### config.mk
export PLATFORM = sky130hd
export DESIGN_NAME = seq_mult
export DESIGN_NICKNAME = d
export VERILOG_FILES = /design/src/rtl/mult_pkg.sv /design/src/rtl/sign_mag.sv /design/src/rtl/seq_mult.sv
export SDC_FILE = /design/constraint.sdc
export NUM_CORES = 1
export LEC_CHECK = 0
export CAP_MARGIN = 20
export CELL_PAD_IN_SITES_DETAIL_PLACEMENT = 0
export CELL_PAD_IN_SITES_GLOBAL_PLACEMENT = 2
export CORE_MARGIN = 3
export CORE_UTILIZATION = 31
export DETAILED_ROUTE_END_ITERATION = 8
export PLACE_DENSITY_LB_ADDON = 0.1
export SLEW_MARGIN = 25
export SYNTH_ARGS = -nofsm -noshare
export SYNTH_HDL_FRONTEND = slang
export SYNTH_SLANG_ARGS = --single-unit
### constraint.sdc
create_clock -name clk -period 2.96 [get_ports clk]
set_input_delay 0.444 -clock clk [delete_from_list [all_inputs] [get_ports clk]]
set_output_delay 0.444 -clock clk [all_outputs]
set_load 0.02 [all_outputs]
### src/rtl/mult_pkg.sv
// Shared types and width helpers for the sequential shift-add multiplier.
package mult_pkg;

  typedef enum logic [1:0] {
    StIdle = 2'd0,
    StCalc = 2'd1,
    StDone = 2'd2
  } state_e;

  localparam int unsigned DefaultWidth = 4;

  // Bit counter must be able to hold the value WIDTH itself.
  function automatic int unsigned cnt_width(input int unsigned width);
    return $clog2(width + 1);
  endfunction

endpackage

### src/rtl/sign_mag.sv
// Combinational conditional two's-complement negate; used for both abs and result negation.
module sign_mag
  import mult_pkg::*;
#(
  parameter int unsigned WIDTH = DefaultWidth
) (
  input  logic [WIDTH-1:0] a,
  input  logic             neg,
  output logic [WIDTH-1:0] y
);

  assign y = neg ? (~a + WIDTH'(1)) : a;

endmodule

### src/rtl/seq_mult.sv
// Multi-cycle shift-add multiplier with per-operation signed mode and valid/ready handshakes.
module seq_mult
  import mult_pkg::*;
#(
  parameter  int unsigned WIDTH = DefaultWidth,
  localparam int unsigned CNT_W = cnt_width(WIDTH)
) (
  input  logic               clk,
  input  logic               rst,
  input  logic               in_valid,
  output logic               in_ready,
  input  logic [WIDTH-1:0]   n1,
  input  logic [WIDTH-1:0]   n2,
  input  logic               is_signed,
  output logic               out_valid,
  input  logic               out_ready,
  output logic [2*WIDTH-1:0] result
);

  state_e             state_q, state_d;
  logic [CNT_W-1:0]   cnt_q, cnt_d;
  logic [2*WIDTH-1:0] acc_q, acc_d;
  logic [WIDTH-1:0]   mcand_q, mcand_d;
  logic [WIDTH-1:0]   mplier_q, mplier_d;
  logic               neg_q, neg_d;
  logic [2*WIDTH-1:0] result_q, result_d;

  logic [WIDTH-1:0]   mag1, mag2;
  logic [WIDTH:0]     sum;
  logic [2*WIDTH-1:0] acc_shift;
  logic [2*WIDTH-1:0] acc_signed;

  sign_mag #(.WIDTH(WIDTH)) u_abs1 (
    .a  (n1),
    .neg(is_signed & n1[WIDTH-1]),
    .y  (mag1)
  );

  sign_mag #(.WIDTH(WIDTH)) u_abs2 (
    .a  (n2),
    .neg(is_signed & n2[WIDTH-1]),
    .y  (mag2)
  );

  // Carry of the upper-half add becomes the new MSB after the right shift.
  assign sum       = {1'b0, acc_q[2*WIDTH-1:WIDTH]} + (mplier_q[0] ? {1'b0, mcand_q} : '0);
  assign acc_shift = {sum, acc_q[WIDTH-1:1]};

  sign_mag #(.WIDTH(2 * WIDTH)) u_neg (
    .a  (acc_shift),
    .neg(neg_q),
    .y  (acc_signed)
  );

  always_comb begin
    state_d  = state_q;
    cnt_d    = cnt_q;
    acc_d    = acc_q;
    mcand_d  = mcand_q;
    mplier_d = mplier_q;
    neg_d    = neg_q;
    result_d = result_q;
    unique case (state_q)
      StIdle: begin
        if (in_valid) begin
          mcand_d  = mag1;
          mplier_d = mag2;
          neg_d    = is_signed & (n1[WIDTH-1] ^ n2[WIDTH-1]);
          acc_d    = '0;
          cnt_d    = '0;
          state_d  = StCalc;
        end
      end
      StCalc: begin
        acc_d    = acc_shift;
        mplier_d = mplier_q >> 1;
        cnt_d    = cnt_q + CNT_W'(1);
        if (cnt_q == CNT_W'(WIDTH - 1)) begin
          result_d = acc_signed;
          state_d  = StDone;
        end
      end
      StDone: begin
        if (out_ready) state_d = StIdle;
      end
      default: state_d = StIdle;
    endcase
  end

  always_ff @(posedge clk) begin
    if (rst) begin
      state_q  <= StIdle;
      cnt_q    <= '0;
      acc_q    <= '0;
      mcand_q  <= '0;
      mplier_q <= '0;
      neg_q    <= 1'b0;
      result_q <= '0;
    end else begin
      state_q  <= state_d;
      cnt_q    <= cnt_d;
      acc_q    <= acc_d;
      mcand_q  <= mcand_d;
      mplier_q <= mplier_d;
      neg_q    <= neg_d;
      result_q <= result_d;
    end
  end

  assign in_ready  = (state_q == StIdle);
  assign out_valid = (state_q == StDone);
  assign result    = result_q;

endmodule
==> flow_summary.toml <==
[critical_path]
endpoint_kind = "flop"
r2r-end = "result[7]$_SDFFE_PP0P_"
ff2ff_setup_slack_ns = 0.64
critPathRequiredTime_ns = 3.17
start_kind = "flop"
crit_path_max_fanout = 5
arrival_ns = 2.53
critPathKind = "reg -> reg"
r2r_start = "mplier_q[0]$_SDFFE_PP0P_"
rr_worst_depth = 7

[synthesis]
synth_seq_cells = 29
yosysWarningCount = 0
synthesis.nets = 205
syn_avg_cell_area_um2 = 8.06
netlist_area_mm2 = 0.00147
synth_top_area_share_pct = 39.6
synth_top_cell_by_area = "dfxtp_1"
synth_area_leaders = "dfxtp_1 (40%), ha_1 (7.7%), a21oi_1 (7.5%)"
netlist_instances = 182
ys_types = 28
seq_area_frac_synth_pct = 39.6

[hold_path]
min_to = "result[5]$_SDFFE_PP0P_"
min_path_cells = 2
hold_class = "reg -> reg"
hp-start = "result[5]$_SDFFE_PP0P_"

[final_layout]
drive_above_1_share_pct = 4.39
fin_util_pct = 41.4
register_area_um2 = 581
nets = 227
fill_cells = 463
stdcell_area_mm2 = 0.00185
multiInputGateArea_um2 = 827
area_growth_pct = 26.1
n_antenna_cell = 0

[floorplanning]
core_mm2 = 0.00447
rows = 24
initial_utilization_pct = 32.8
die_w_um = 74.8
dieArea_mm2 = 0.00560
pin_count = 23
die_height_um = 74.8

[global_route]
grt_pass1_vias = 1203
grt.overflow.total = 0
grt_pass1_wl_um = 5330
grt_start_max_net_pins = 30
antenna_found_initial = 0
grt_usage_pct = 12.9

[clock_tree]
post-cts-setup-buffer-count = 0
cts_hold_buf = 0
clockBufferDepth = 2
cts.clk_slew.worst_paths_ns = 0.06
cts-resized-gates = 0
htree_levels = 2
cts_tree = "built"
insertion_delay_ns = 0.28
cts-buffers-inserted = 5
cts-root-buf = "clkbuf_8"
clock-sinks = 29

[routing]
top_layer_used = "met4"
first_pass_iters = 4
wl_met2_um = 1470
post-route-drc-count = 0
drt-initial-drc-count = 18
avgRoutedWirePerCell_um = 12.3
vias_per_cell = 4.96
dr_wl_met3_um = 168
wl_met1_um = 1460
drt-total-wl_um = 3150
dr_total_vias = 1275
ant_nets = 0

[sta]
setup_viol = 0
timing.setup.tns_ns = 0
hold_viol = 0
relSlewSlack_pct = 63.6
final.setup_skew_ns = 0.00540
drv_slew = 0
fin_crit_sh_pct = 78.4
worstMarginPinSlew_ns = 0.544
rsz0062_at_grt = "false"
timing.fmax_ghz = 0.431
final.min_clock_period_ns = 2.32

[power]
leakage_nw = 0.727
power_density_mw_per_mm2 = 501
ir_drop_v = 0.000267
power_mw = 0.927

[flow_run]
drv_cap = 0

[place]
placed_area_mm2 = 0.00173
numPortBuffers = 22
gp_congestion = 0.738
dp_hpwl_um = 2340

[status]
status = "finished, final reports clean"
-- cell usage after synthesis --
cell type / n
a211oi_1: 6
a21o_1: 2
a21oi_1: 22
a221oi_1: 1
a22oi_1: 2
a311oi_1: 1
a31oi_1: 3
and2_1: 6
buf_1: 1
clkbuf_1: 8
dfxtp_1: 29
fa_1: 1
ha_1: 9
inv_1: 7
mux2i_1: 1
nand2_1: 25
nand2b_1: 3
nand3_1: 13
nor2_1: 19
nor2b_1: 3
nor3_1: 1
o2111ai_1: 1
o21ai_0: 1
o31ai_1: 4
or3_1: 1
or4_1: 2
xnor2_1: 4
xor2_1: 6
-- registers in the layout (all words and copies together), names as in the netlist --
name and flops:
acc_q 7, neg_q 1, result 8, state_q 2, cnt_q 3, mplier_q 4, mcand_q 4
-- per-stage QoR --
| step | worst slack, ns | hold slack [ns] | cells |
|---|---|---|---|
| after CTS | 0.624 | 0.453 | 257 |
| after global placement | 0.685 | 0.442 | 249 |
| after detailed placement | 0.642 | 0.446 | 249 |
| after floorplan | 0.746 | 0.432 | 182 |
| final | 0.640 | 0.448 | 257 |
| after global routing | 0.550 | 0.479 | 257 |
-- power breakdown --
part           internal [mW]  leakage, nW  switching, mW  total (mW)
clock network          0.274       0.0585          0.149       0.423
registers              0.402        0.235        0.00792       0.410
logic                 0.0402        0.433         0.0536      0.0938
-- cells in the final DEF (no fill, tap or decap), drive strengths merged, types with 3 or more instances in the layout --
cell and count:
nand2b 3, nand2 25, o31ai 4, nor2b 3, ha 9, and2 6
nand3 13, a31oi 3, a211oi 6, inv 7, dfxtp 29, clkdlybuf4s50 22
clkbuf 7, nor2 19, xnor2 4, xor2 6, a21oi 22
-- worst max path at each step --
stage          slack [ns]  cells after the start                endpoint                      from
6_report             0.64                      7  result[7]$_SDFFE_PP0P_  mplier_q[0]$_SDFFE_PP0P_
5_1_grt              0.55                      7  result[7]$_SDFFE_PP0P_  mplier_q[0]$_SDFFE_PP0P_
4_1_cts              0.62                      7  result[7]$_SDFFE_PP0P_  mplier_q[0]$_SDFFE_PP0P_
3_5_place_dp         0.64                      7  result[7]$_SDFFE_PP0P_  mplier_q[0]$_SDFFE_PP0P_
3_3_place_gp         0.69                      7  result[7]$_SDFFE_PP0P_  mplier_q[0]$_SDFFE_PP0P_
2_1_floorplan        0.75                      7  result[7]$_SDFFE_PP0P_  mplier_q[0]$_SDFFE_PP0P_
-- area by class of cell --
| cell class | count | area share (%) |
|---|---|---|
| clock buffer | 7 | 4.67 |
| tap | 52 | 3.52 |
| clock inverter | 1 | 1.62 |
| multi-input combinational | 137 | 44.7 |
| timing repair buffer | 24 | 12.7 |
| sequential | 29 | 31.4 |
| inverter | 7 | 1.42 |
-- per-layer routing --
metal,track usage (%),vias to the layer above
met2,21.5,32
met1,15.0,565
met5,0,-
met3,4.41,7
met4,5.93,0
li1,-,671
-- cells by family after synthesis --
logic type      Yosys count  synth area share [%]
buf+inv                  16                  4.09
simple gates             73                  22.6
flops                    29                  39.6
compound gates           43                  18.1
xor+xnor                 10                  5.97
mux                       1                 0.682
fa+ha+maj                10                  9.04
-- critical path, stage by stage (launching register included) --
cell and delay, ns:
dfxtp_1 0.33, and2_1 0.16, ha_1 0.20, fa_1 0.40
xor2_1 0.22, or3_1 0.38, or4_1 0.40, a31oi_1 0.16
(Power assumes the default switching activity.)
